<file path="config.mk">
export PLATFORM = sky130hd
export DESIGN_NAME = dmem_arbiter
export DESIGN_NICKNAME = d
export VERILOG_FILES = /design/src/rtl/dmem_pkg.sv /design/src/rtl/dmem_rr_select.sv /design/src/rtl/dmem_arbiter.sv
export SDC_FILE = /design/constraint.sdc
export NUM_CORES = 1
export LEC_CHECK = 0
export ABC_CLOCK_PERIOD_IN_PS = 2800
export CAP_MARGIN = 20
export CORE_AREA = 2 2 109 111
export DETAILED_ROUTE_END_ITERATION = 8
export DIE_AREA = 0 0 111 113
export PLACE_DENSITY = 0.61
export SLEW_MARGIN = 20
export SYNTH_ARGS = -nofsm -noshare
export SYNTH_HDL_FRONTEND = slang
export SYNTH_SLANG_ARGS = --single-unit
</file>
<file path="constraint.sdc">
create_clock -name Clock -period 2.8 [get_ports Clock]
set_input_delay 0.7 -clock Clock [delete_from_list [all_inputs] [get_ports Clock]]
set_output_delay 0.7 -clock Clock [all_outputs]
set_load 0.02 [all_outputs]
</file>
<file path="src/rtl/dmem_pkg.sv">
// Shared widths, ownership encoding and byte-to-word address helper for the
// DataMemory arbiter.
package dmem_pkg;

   localparam int unsigned DMEM_ADDR_W = 6;
   localparam int unsigned DMEM_DATA_W = 32;

   typedef enum logic [1:0] {
      IDLE = 2'd0,
      OWN0 = 2'd1,
      OWN1 = 2'd2
   } owner_t;

   function automatic logic [DMEM_ADDR_W-1:0] byte_to_word(input logic [31:0] addr);
      logic unused_bits;
      unused_bits = ^{addr[31:8], addr[1:0]};
      return addr[7:2];
   endfunction

endpackage

</file>
<file path="src/rtl/dmem_rr_select.sv">
// Combinational winner pick: a single requester wins outright; on contention a
// locked owner keeps the slot until its hold budget runs out, else round-robin.
module dmem_rr_select
   import dmem_pkg::*;
#(
   parameter int unsigned MAX_HOLD = 4,
   parameter int unsigned HOLD_W   = 3
) (
   input  logic              req0_i,
   input  logic              req1_i,
   input  logic              lock0_i,
   input  logic              lock1_i,
   input  owner_t            owner_i,
   input  logic              last_i,
   input  logic [HOLD_W-1:0] hold_cnt_i,
   output logic              gnt0_o,
   output logic              gnt1_o
);

   localparam logic [HOLD_W-1:0] MaxHold = HOLD_W'(MAX_HOLD);

   logic owner_locked;

   assign owner_locked = ((owner_i == OWN0) && lock0_i) || ((owner_i == OWN1) && lock1_i);

   always_comb begin
      gnt0_o = req0_i & ~req1_i;
      gnt1_o = req1_i & ~req0_i;
      if (req0_i && req1_i) begin
         if (owner_locked && (hold_cnt_i < MaxHold)) begin
            gnt0_o = (owner_i == OWN0);
            gnt1_o = (owner_i == OWN1);
         end else begin
            // last_i = 1 means port 1 was served last, so port 0 is next
            gnt0_o = last_i;
            gnt1_o = ~last_i;
         end
      end
   end

endmodule

</file>
<file path="src/rtl/dmem_arbiter.sv">
// Two-port round-robin arbiter with bounded locking in front of DataMemory.
// Optional address range checking: define DMEM_ARB_RANGE_CHECK_EN.
module dmem_arbiter
   import dmem_pkg::*;
#(
   parameter int unsigned ADDR_W   = DMEM_ADDR_W,
   parameter int unsigned DATA_W   = DMEM_DATA_W,
   parameter int unsigned MAX_HOLD = 4
) (
   input  logic              Clock,
   input  logic              ResetN,
   input  logic              Req0,
   input  logic              Req1,
   input  logic              We0,
   input  logic              We1,
   input  logic [31:0]       Addr0,
   input  logic [31:0]       Addr1,
   input  logic [DATA_W-1:0] WData0,
   input  logic [DATA_W-1:0] WData1,
   input  logic              Lock0,
   input  logic              Lock1,
   output logic              Gnt0,
   output logic              Gnt1,
   output logic              RValid0,
   output logic              RValid1,
   output logic [DATA_W-1:0] RData0,
   output logic [DATA_W-1:0] RData1,
   output logic              Err0,
   output logic              Err1,
   output logic [ADDR_W-1:0] MemAddress,
   output logic [DATA_W-1:0] WriteData,
   output logic              MemoryRead,
   output logic              MemoryWrite,
   input  logic [DATA_W-1:0] ReadData
);

   localparam int unsigned       HOLD_W  = $clog2(MAX_HOLD + 1);
   localparam logic [HOLD_W-1:0] MaxHold = HOLD_W'(MAX_HOLD);
   localparam logic [HOLD_W-1:0] HoldOne = HOLD_W'(1);

   owner_t            state_q, state_d;
   logic              last_q, last_d;
   logic [HOLD_W-1:0] hold_q, hold_d;
   logic              rvalid0_q, rvalid0_d, rvalid1_q, rvalid1_d;
   logic              err0_q, err0_d, err1_q, err1_d;

   logic              sel0, sel1, grant_any, addr_bad, access;
   logic              sel_we, sel_lock;
   logic [31:0]       sel_addr;

   dmem_rr_select #(
      .MAX_HOLD (MAX_HOLD),
      .HOLD_W   (HOLD_W)
   ) u_select (
      .req0_i     (Req0),
      .req1_i     (Req1),
      .lock0_i    (Lock0),
      .lock1_i    (Lock1),
      .owner_i    (state_q),
      .last_i     (last_q),
      .hold_cnt_i (hold_q),
      .gnt0_o     (sel0),
      .gnt1_o     (sel1)
   );

   assign Gnt0      = sel0 & ResetN;
   assign Gnt1      = sel1 & ResetN;
   assign grant_any = Gnt0 | Gnt1;

   assign sel_we    = Gnt1 ? We1   : We0;
   assign sel_lock  = Gnt1 ? Lock1 : Lock0;
   assign sel_addr  = Gnt1 ? Addr1 : Addr0;

`ifdef DMEM_ARB_RANGE_CHECK_EN
   assign addr_bad = (sel_addr[31:8] != '0) || (sel_addr[1:0] != '0);
`else
   assign addr_bad = 1'b0;
`endif

   assign access      = grant_any & ~addr_bad;
   assign MemAddress  = ADDR_W'(byte_to_word(sel_addr));
   assign WriteData   = Gnt1 ? WData1 : WData0;
   assign MemoryWrite = access & sel_we;
   assign MemoryRead  = access & ~sel_we;

   always_comb begin
      state_d   = IDLE;
      last_d    = last_q;
      hold_d    = '0;
      rvalid0_d = Gnt0 & ~We0 & ~addr_bad;
      rvalid1_d = Gnt1 & ~We1 & ~addr_bad;
      err0_d    = Gnt0 & addr_bad;
      err1_d    = Gnt1 & addr_bad;
      if (grant_any) begin
         state_d = Gnt1 ? OWN1 : OWN0;
         last_d  = Gnt1;
         // Hold budget only accrues while the winner keeps Lock asserted
         if (sel_lock) begin
            if (state_d != state_q) begin
               hold_d = HoldOne;
            end else if (hold_q < MaxHold) begin
               hold_d = hold_q + HoldOne;
            end else begin
               hold_d = hold_q;
            end
         end
      end
   end

   always_ff @(posedge Clock or negedge ResetN) begin
      if (!ResetN) begin
         state_q   <= IDLE;
         last_q    <= 1'b1;
         hold_q    <= '0;
         rvalid0_q <= 1'b0;
         rvalid1_q <= 1'b0;
         err0_q    <= 1'b0;
         err1_q    <= 1'b0;
      end else begin
         state_q   <= state_d;
         last_q    <= last_d;
         hold_q    <= hold_d;
         rvalid0_q <= rvalid0_d;
         rvalid1_q <= rvalid1_d;
         err0_q    <= err0_d;
         err1_q    <= err1_d;
      end
   end

   assign RValid0 = rvalid0_q;
   assign RValid1 = rvalid1_q;
   assign RData0  = rvalid0_q ? ReadData : '0;
   assign RData1  = rvalid1_q ? ReadData : '0;
   assign Err0    = err0_q;
   assign Err1    = err1_q;

endmodule

</file>
==> results_dict.tcl <==
set metrics [dict create \
    outcome "finished with violations" \
    violations "setup timing" \
    fin_area_um2 4080 \
    startpoint_type "input port" \
    hold_viol 0 \
    stdcell_count 554 \
    num_rows 39 \
    ys_seq_area_share_pct 13.6 \
    cts_made_buffers 3 \
    port_buffers 223 \
    cap_violations 0 \
    rsz0062_at_grt "true" \
    placed_cell_area_um2 3930 \
    dr.pass1.iters 4 \
    place_congestion 0.845 \
    wl_per_cell_um 14.3 \
    antenna_cells 0 \
    p_leak_nw 1.74 \
    clk_pin_slew_worst_paths_ns 0.04 \
    power_density_nw_per_um2 250 \
    synth_area_leader_cell "and2_1" \
    dp_cells 543 \
    die_width_um 111 \
    setup_tns_ns -0.381 \
    yosysWarningCount 0 \
    netlist_top_cells_count "and2_1 (65), mux2_2 (33), clkbuf_1 (8)" \
    ant_nets 0 \
    drt_iter0_drc 53 \
    yosysMostFrequentCell "and2_1" \
    skew_ns 0.00176 \
    clock-root-buffer "clkbuf_16" \
    area_growth_pct 176 \
    htree_levels 1 \
    path_max_fanout 7 \
    cts.sinks 8 \
    nets 581 \
    pre_cts_slack_ns -0.846 \
    clock_latency_ns 0.23 \
    grt_max_degree 34 \
    setup_viol 15 \
    syn_area_per_cell_um2 8.49 \
    core_area_um2 11300 \
    hold_class "in2async" \
    critPathKind "in2out" \
    grt_pass1_wl_um 11500 \
    antenna_found_initial 0 \
    period_share_pct 101 \
    ir_drop_v 0.000142 \
    drc 0 \
    grt_overflow 0 \
    drive_gt1_share_pct 27.7 \
    track_usage_pct 11.5 \
    drv_slew 0 \
    vias 2211 \
    fmax_ghz 0.352 \
    routed_wl_um 7900 \
    endpoint_kind "primary output" \
    grt_pass1_vias 2228 \
    initial_core_util_pct 13.1 \
    yosysUniqueCellTypes 34 \
    cts_buffer_depth 2 \
    crit_required_ns 2.10 \
    finalWorstSetupSlack_ns -0.0419 \
    finalCriticalPeriod_ns 2.84 \
    dp_hpwl_um 6720 \
    cp.arrival_ns 2.14 \
    synth_seq_cells 8 \
    hold_ws_ns 0.422 \
    reg2reg_depth 5 \
    viasPerCell 3.99 \
    fillCellCount 1189 \
    yosys_most_used_dff "dfrtp_1" \
    io_pins 278 \
    fp.dieArea_um2 12500 \
    synth_edf_count 0 \
    synthTopCellsByArea "and2_1 (28%), mux2_2 (25%), dfrtp_1 (12%), buf_6 (3.8%), mux2_1 (3.8%)" \
    synthesis.area_um2 1480 \
    synth.top_cell.area_share_pct 27.5 \
    fp.dieH_um 113 \
    syn_inst 174 \
    cts_tree "done" \
    synth-async-reset-ratio_pct 100 \
]
==> worst paths after layout <==
path | start | slack, ns | to
setup / recovery | Lock1 | -0.04 | WriteData[1]
hold reg to reg | hold_q[1] | 0.60 | hold_q[1]
max in group asynchronous | ResetN | 1.89 | last_q
min in group Clock | hold_q[1] | 0.60 | hold_q[1]
setup reg to reg | hold_q[2] | 0.97 | hold_q[2]
hold / removal | ResetN | 0.42 | state_q[0]
==> layout by cell type (no fill, tap or decap), drive strengths merged, types with 2 or more instances in the layout <==
| cell | Yosys | layout |
|---|---|---|
| inv | 6 | 6 |
| nor2 | 3 | 3 |
| a21oi | 2 | 2 |
| mux2 | 38 | 38 |
| dfrtp | 7 | 7 |
| dlygate4sd2 | 0 | 3 |
| conb | 1 | 2 |
| clkbuf | 8 | 6 |
| clkdlybuf4s50 | 0 | 176 |
| a31oi | 2 | 2 |
| nor3 | 3 | 3 |
| nand2 | 4 | 4 |
| a211oi | 2 | 2 |
| nand4b | 2 | 2 |
| nand3 | 3 | 3 |
| and2 | 65 | 65 |
| buf | 8 | 67 |
| nor4bb | 3 | 3 |
| nor4 | 2 | 2 |
==> area by class of cell <==
type	instances	area, um2	share of cell area, %
repair buffers	248	2380	58.4
multi-input cells	145	1210	29.8
flip-flops and latches	8	201	4.94
well taps	143	179	4.39
clock buffers	4	78.8	1.93
inverters	6	22.5	0.552
==> what timing repair did <==
item | CTS | global route
hold buffers | 0 | 0
pin swaps | 3 | 0
gates cloned | 2 | 0
setup buffers | 4 | 1
resized for setup | 216 | 10
setup endpoints to repair | 41 | 40
==> per-layer routing <==
layer	GRT usage, %	up-vias	part of all wire [%]
met4	3.17	0	1.5
met2	23.9	152	55
li1	-	1070	-
met3	4.12	6	12
met5	0	-	0
met1	10.4	983	32
==> power breakdown <==
group	internal (W)	total [W]	leakage, nW	switching (W)
Combinational	0.000372	0.000636	1.59	0.000263
Sequential	0.000126	0.000134	0.105	0.00000801
Clock	0.000190	0.000249	0.0382	0.0000588
==> cell families (layout without fill, tap and decap cells) <==
kind of cell	count (synthesis)	in the layout	share of synthesized area, %
AOI/OAI and AO/OA	12	12	7.71
DFF	8	8	13.6
other	1	2	0.254
xor gates and xnor gates	2	2	1.19
muxes	39	39	29.6
and+or+nand+nor	89	89	37.8
buffers and inverters	22	258	8.89
adders and majority gates	1	1	0.847
==> sequential cells by signal, summed over array words and instances, names as in the netlist <==
register,cells
hold_q,3
state_q,2
RValid0,1
RValid1,1
last_q,1
==> stage by stage <==
| step | power (W) | utilization (%) |
|---|---|---|
| CTS | 0.00102 | 36.1 |
| floorplan | 0.000391 | - |
| detailed placement | 0.000755 | 34.9 |
| global route | 0.00107 | 36.2 |
| finish | 0.00102 | 36.2 |
| global placement | 0.000750 | 34.9 |
==> worst max-delay path: stages <==
cell,delay (ns)
buf_6,0.09
nand3b_1,0.11
a21oi_2,0.08
o311ai_4,0.30
buf_12,0.16
buf_12,0.11
buf_16,0.13
mux2_4,0.31
buf_6,0.13
(Power assumes the default switching activity.)
